$ cat config.mk
export PLATFORM = sky130hd
export DESIGN_NAME = fft_peak_picker
export DESIGN_NICKNAME = d
export VERILOG_FILES = /design/src/rtl/fft_pkg.sv /design/src/rtl/mag_sq.sv /design/src/rtl/fft_peak_picker.sv
export SDC_FILE = /design/constraint.sdc
export NUM_CORES = 1
export LEC_CHECK = 0
export CORE_MARGIN = 1.5
export CORE_UTILIZATION = 60
export CTS_CLUSTER_SIZE = 24
export DETAILED_ROUTE_END_ITERATION = 7
export GPL_ROUTABILITY_DRIVEN = 0
export HOLD_SLACK_MARGIN = 0.08
export PLACE_DENSITY_LB_ADDON = 0.25
export SETUP_SLACK_MARGIN = 0.3
export SYNTH_ARGS = -nofsm -noshare
export SYNTH_HDL_FRONTEND = slang
export SYNTH_SLANG_ARGS = --single-unit
$ cat constraint.sdc
create_clock -name clk_in -period 6.4 [get_ports clk_in]
set_clock_uncertainty 0.05 [all_clocks]
set_input_delay 0.96 -clock clk_in [delete_from_list [all_inputs] [get_ports clk_in]]
set_output_delay 0.96 -clock clk_in [all_outputs]
set_load 0.02 [all_outputs]
$ cat src/rtl/fft_pkg.sv
// Shared types and helpers for the FFT post-processing blocks.
package fft_pkg;

  localparam int unsigned NFFT  = 4096;
  localparam int unsigned BIN_W = 12;
  localparam int unsigned MAG_W = 17;

  typedef logic [BIN_W-1:0] bin_idx_t;
  typedef logic [MAG_W-1:0] mag_t;

  typedef struct packed {
    logic signed [7:0] re;
    logic signed [7:0] im;
  } cplx8_t;

  // FFT word layout: real part in the upper byte, imaginary in the lower byte.
  function automatic cplx8_t unpack_cplx(input logic [15:0] word);
    cplx8_t z;
    z.re = word[15:8];
    z.im = word[7:0];
    return z;
  endfunction

endpackage

$ cat src/rtl/mag_sq.sv
// Two-stage squared-magnitude front end: register the complex sample, then
// register re^2 and im^2. Index/last/error sideband travels alongside.
module mag_sq
  import fft_pkg::*;
#(
  parameter int unsigned IDX_W = BIN_W
) (
  input  logic             clk_in,
  input  logic             rst_in,
  input  logic             in_valid,
  input  logic [15:0]      in_data,
  input  logic [IDX_W-1:0] in_idx,
  input  logic             in_last,
  input  logic             in_err,
  output logic             out_valid,
  output logic [15:0]      out_re_sq,
  output logic [15:0]      out_im_sq,
  output logic [IDX_W-1:0] out_idx,
  output logic             out_last,
  output logic             out_err
);

  cplx8_t             z_q;
  logic               s1_valid_q, s1_last_q, s1_err_q;
  logic [IDX_W-1:0]   s1_idx_q;
  logic signed [15:0] re_ext, im_ext, re_sq, im_sq;

  // Squares of 8-bit signed values fit in 16 bits and are never negative.
  always_comb begin
    re_ext = {{8{z_q.re[7]}}, z_q.re};
    im_ext = {{8{z_q.im[7]}}, z_q.im};
    re_sq  = re_ext * re_ext;
    im_sq  = im_ext * im_ext;
  end

  always_ff @(posedge clk_in) begin
    if (rst_in) begin
      s1_valid_q <= 1'b0;
      s1_last_q  <= 1'b0;
      s1_err_q   <= 1'b0;
      s1_idx_q   <= '0;
      z_q        <= '0;
      out_valid  <= 1'b0;
      out_last   <= 1'b0;
      out_err    <= 1'b0;
      out_idx    <= '0;
      out_re_sq  <= '0;
      out_im_sq  <= '0;
    end else begin
      s1_valid_q <= in_valid;
      s1_last_q  <= in_last;
      s1_err_q   <= in_err;
      s1_idx_q   <= in_idx;
      z_q        <= unpack_cplx(in_data);
      out_valid  <= s1_valid_q;
      out_last   <= s1_last_q;
      out_err    <= s1_err_q;
      out_idx    <= s1_idx_q;
      out_re_sq  <= re_sq;
      out_im_sq  <= im_sq;
    end
  end

endmodule

$ cat src/rtl/fft_peak_picker.sv
// Tracks the strongest bin of each FFT frame inside a bin window and reports
// its index and squared magnitude once per frame.
module fft_peak_picker
  import fft_pkg::*;
#(
  parameter int unsigned NFFT       = fft_pkg::NFFT,
  parameter int unsigned BIN_W      = fft_pkg::BIN_W,
  parameter int unsigned MIN_BIN    = 1,
  parameter int unsigned MAX_BIN    = 2047,
  parameter int unsigned MAG_THRESH = 64
) (
  input  logic             clk_in,
  input  logic             rst_in,
  input  logic [15:0]      fft_data_in,
  input  logic             fft_valid_in,
  input  logic             fft_last_in,
  output logic             fft_ready_out,
  output logic [BIN_W-1:0] peak_bin_out,
  output logic [MAG_W-1:0] peak_mag_out,
  output logic             peak_valid_out,
  output logic             frame_error_out
);

  logic             beat, cnt_at_end;
  logic [BIN_W-1:0] cnt_q;

  logic             s2_valid, s2_last, s2_err;
  logic [BIN_W-1:0] s2_idx;
  logic [15:0]      s2_re_sq, s2_im_sq;

  logic             s3_valid_q, s3_last_q, s3_err_q;
  logic [BIN_W-1:0] s3_idx_q;
  logic [MAG_W-1:0] s3_mag_q;

  logic             fresh_q;
  logic [MAG_W-1:0] max_mag_q, base_mag, cand_mag;
  logic [BIN_W-1:0] max_bin_q, base_bin, cand_bin;
  logic             in_win;

  assign fft_ready_out = ~rst_in;
  assign beat          = fft_valid_in & fft_ready_out;
  assign cnt_at_end    = (cnt_q == BIN_W'(NFFT - 1));

  always_ff @(posedge clk_in) begin
    if (rst_in) begin
      cnt_q <= '0;
    end else if (beat) begin
      cnt_q <= (fft_last_in || cnt_at_end) ? '0 : cnt_q + 1'b1;
    end
  end

  // A frame ends on tlast or on the final counter value; a mismatch between
  // the two is a length error.
  mag_sq #(
    .IDX_W(BIN_W)
  ) u_mag_sq (
    .clk_in    (clk_in),
    .rst_in    (rst_in),
    .in_valid  (beat),
    .in_data   (fft_data_in),
    .in_idx    (cnt_q),
    .in_last   (fft_last_in | cnt_at_end),
    .in_err    (fft_last_in ^ cnt_at_end),
    .out_valid (s2_valid),
    .out_re_sq (s2_re_sq),
    .out_im_sq (s2_im_sq),
    .out_idx   (s2_idx),
    .out_last  (s2_last),
    .out_err   (s2_err)
  );

  always_ff @(posedge clk_in) begin
    if (rst_in) begin
      s3_valid_q <= 1'b0;
      s3_last_q  <= 1'b0;
      s3_err_q   <= 1'b0;
      s3_idx_q   <= '0;
      s3_mag_q   <= '0;
    end else begin
      s3_valid_q <= s2_valid;
      s3_last_q  <= s2_last;
      s3_err_q   <= s2_err;
      s3_idx_q   <= s2_idx;
      s3_mag_q   <= MAG_W'(s2_re_sq) + MAG_W'(s2_im_sq);
    end
  end

  // fresh_q marks the first entry of a frame, which compares against zero so
  // back-to-back frames never share a running max.
  always_comb begin
    base_mag = fresh_q ? '0 : max_mag_q;
    base_bin = fresh_q ? '0 : max_bin_q;
    in_win   = (32'(s3_idx_q) >= MIN_BIN) && (32'(s3_idx_q) <= MAX_BIN);
    cand_mag = base_mag;
    cand_bin = base_bin;
    if (in_win && (s3_mag_q > base_mag)) begin
      cand_mag = s3_mag_q;
      cand_bin = s3_idx_q;
    end
  end

  always_ff @(posedge clk_in) begin
    if (rst_in) begin
      fresh_q         <= 1'b1;
      max_mag_q       <= '0;
      max_bin_q       <= '0;
      peak_bin_out    <= '0;
      peak_mag_out    <= '0;
      peak_valid_out  <= 1'b0;
      frame_error_out <= 1'b0;
    end else begin
      peak_valid_out  <= 1'b0;
      frame_error_out <= 1'b0;
      if (s3_valid_q) begin
        if (s3_last_q) begin
          peak_valid_out  <= 1'b1;
          frame_error_out <= s3_err_q;
          peak_mag_out    <= cand_mag;
          peak_bin_out    <= (cand_mag < MAG_W'(MAG_THRESH)) ? '0 : cand_bin;
          fresh_q         <= 1'b1;
        end else begin
          max_mag_q <= cand_mag;
          max_bin_q <= cand_bin;
          fresh_q   <= 1'b0;
        end
      end
    end
  end

endmodule
==> out/metrics.yaml <==
ys_warn_count: 0
syn-cell-area_um2: 11200
grt_pass1_vias: 7715
via_count: 7917
clk_pin_slew_ns: 0.07
path_max_fanout: 9
finalSetupTns_ns: 0
slew_viol_final: 0
gr-total-overflow: 0
r2r_setup_slack_ns: 1.60
async_flop_share: 0
vdd_drop_max_uv: 205
cts_tree: "done"
synth-seq-area-share: 0.323
io_pins: 52
cts_buffers: 17
violations: "DRC"
port_buffers: 51
dieArea_um2: 19500
htree_levels: 4
cts-resized-gates: 0
final_cell_mix: "dfxtp_1, inv_1, nand2_1"
ys_types: 54
grt_max_degree: 78
worst_pin_slew_ns: 1.17
start_util: 0.618
powerDensity_nw_per_um2: 249
relSlewSlack: 0.216
syn_inst: 1216
postRouteAntennaNets: 0
synth_nets: 1413
core_um2: 18100
routed_wl_um: 20500
viasPerCell: 5.33
synth_ff_type: "dfxtp_1"
arrival_ns: 5.12
critPathCaptureType: "flop"
drive_gt1_frac: 0.0565
setup_violations: 0
cts-root-buf: "clkbuf_16"
grt_usage: 0.221
clk_latency_ns: 0.44
antenna_cells: 0
rows: 49
drc: 7
synth-edff-count: 0
final_nets: 1441
fmax_mhz: 208
status: "complete, but fails checks"
hold_path.class: "reg -> reg"
finalCritPeriodShare: 0.751
cts_hold_buf: 0
area.growth.synth_to_final_pct: 11.3
path_class: "reg -> reg"
grt_pass1_wl_um: 35300
fin_ws_ns: 1.60
maxCapViolCount: 0
postCtsSetupBuffers: 0
drtIter0Drc: 328
synth_area_per_cell_um2: 9.23
start_kind: "flop"
drt-pass1-iter-count: 8
required_ns: 6.72
die_h_um: 140
fillers: 1442
cts_buffer_depth: 2
hpwl_um: 15300
post_drt_wl_per_cell_um: 13.8
leakage_uw: 0.00558
yosys_register_bits: 181
die_width_um: 140
grt_setup_unrepaired: "no"
layout_commonest_cell: "dfxtp_1"
clkSinkCount: 181
antenna_found_initial: 0
regArea_um2: 3620
fin_crit_ns: 4.80
multi_input_area_um2: 6780
hold_viol_final: 0
dpl_worst_slack_ns: 1.60
-- path summary, 6_finish.rpt --
kind                            depth (start not counted)                      to                start
worst min register to register                          1             s3_idx_q[0]  u_mag_sq.out_idx[0]
worst min-delay path                                    1             s3_idx_q[0]  u_mag_sq.out_idx[0]
worst max register to register                         16  u_mag_sq.out_re_sq[15]   u_mag_sq.re_ext[3]
worst max-delay path                                   16  u_mag_sq.out_re_sq[15]   u_mag_sq.re_ext[3]
-- per-stage QoR --
step | utilization | hold WS [ns] | total power (uW) | instance area, um2 | cells
after floorplan | - | 0.356 | 1880 | 11200 | 1216
after global placement | 0.655 | 0.367 | 2040 | 11900 | 1454
after detailed placement | 0.655 | 0.371 | 2070 | 11900 | 1454
after CTS | 0.688 | 0.385 | 3130 | 12500 | 1486
after global routing | 0.688 | 0.404 | 3300 | 12500 | 1486
final | 0.688 | 0.379 | 3110 | 12500 | 1486
-- cell families (layout without fill, tap and decap cells) --
kind of cell | after synthesis | after routing | share of synthesized area
xor+xnor | 47 | 47 | 0.0367
mux | 29 | 29 | 0.0285
simple gates | 411 | 411 | 0.187
flops | 181 | 181 | 0.323
compound gates | 152 | 152 | 0.0968
buf+inv | 219 | 260 | 0.0749
fa+ha+maj | 177 | 177 | 0.254
-- synthesized netlist by cell type, drive strengths merged, types with 7 or more instances --
| library cell | instances | share of area |
|---|---|---|
| clkbuf | 32 | 0.011 |
| o211ai | 12 | 0.0080 |
| buf | 15 | 0.0067 |
| nor2 | 72 | 0.024 |
| mux2i | 14 | 0.012 |
| nor2b | 85 | 0.047 |
| nor4 | 8 | 0.0045 |
| and2 | 43 | 0.024 |
| inv | 172 | 0.058 |
| nor3 | 22 | 0.0098 |
| o21bai | 7 | 0.0047 |
| xor2 | 11 | 0.0086 |
| nand3 | 40 | 0.018 |
| o21ai | 24 | 0.011 |
| a31o | 7 | 0.0055 |
| mux2 | 15 | 0.016 |
| xnor2 | 36 | 0.028 |
| and3 | 18 | 0.010 |
| dfxtp | 181 | 0.32 |
| ha | 93 | 0.10 |
| a21oi | 29 | 0.013 |
| a21o | 7 | 0.0047 |
| fa | 84 | 0.15 |
| o21a | 23 | 0.015 |
| nand2 | 96 | 0.032 |
| nand2b | 7 | 0.0039 |
-- worst max-delay path: stages (launching register included) --
cell and delay [ns]:
dfxtp_1 0.52, inv_1 0.12, nor2_1 0.18, inv_1 0.09, fa_1 0.52, inv_1 0.06, fa_1 0.50, fa_1 0.54
inv_1 0.05, fa_1 0.52, inv_1 0.04, ha_1 0.34, nand3_1 0.10, o22ai_1 0.22, o41ai_1 0.14, or4b_2 0.65
nand3_1 0.10
-- state kept, by name, summed over array words and instances (netlist names), 8 cells and up --
signal              cells
u_mag_sq.out_re_sq     15
s3_idx_q               12
s3_mag_q               17
u_mag_sq.re_ext         8
peak_mag_out           17
max_mag_q              17
u_mag_sq.out_im_sq     15
u_mag_sq.im_ext         8
max_bin_q              12
u_mag_sq.s1_idx_q      12
peak_bin_out           12
cnt_q                  12
u_mag_sq.out_idx       12
-- cell type report --
cell class,count,area share
Inverter,172,0.0517
Multi-Input combinational cell,816,0.543
Clock inverter,14,0.0140
Timing Repair Buffer,56,0.0437
Sequential cell,181,0.290
Clock buffer,18,0.0352
Tap cell,229,0.0229
-- power by group --
group | internal [uW] | switching [uW] | total [uW] | leakage (uW)
logic | 342 | 449 | 791 | 0.00380
clock network | 572 | 487 | 1060 | 0.000298
registers | 1200 | 60.3 | 1260 | 0.00147
-- metal layers --
metal | routed length, um | vias to the layer above | track usage
li1 | - | 4012 | -
met1 | 9320 | 3722 | 0.286
met2 | 10000 | 141 | 0.373
met3 | 689 | 42 | 0.0365
met4 | 446 | 0 | 0.0859
met5 | 0 | - | 0
Power figures use the tool's default switching activity.
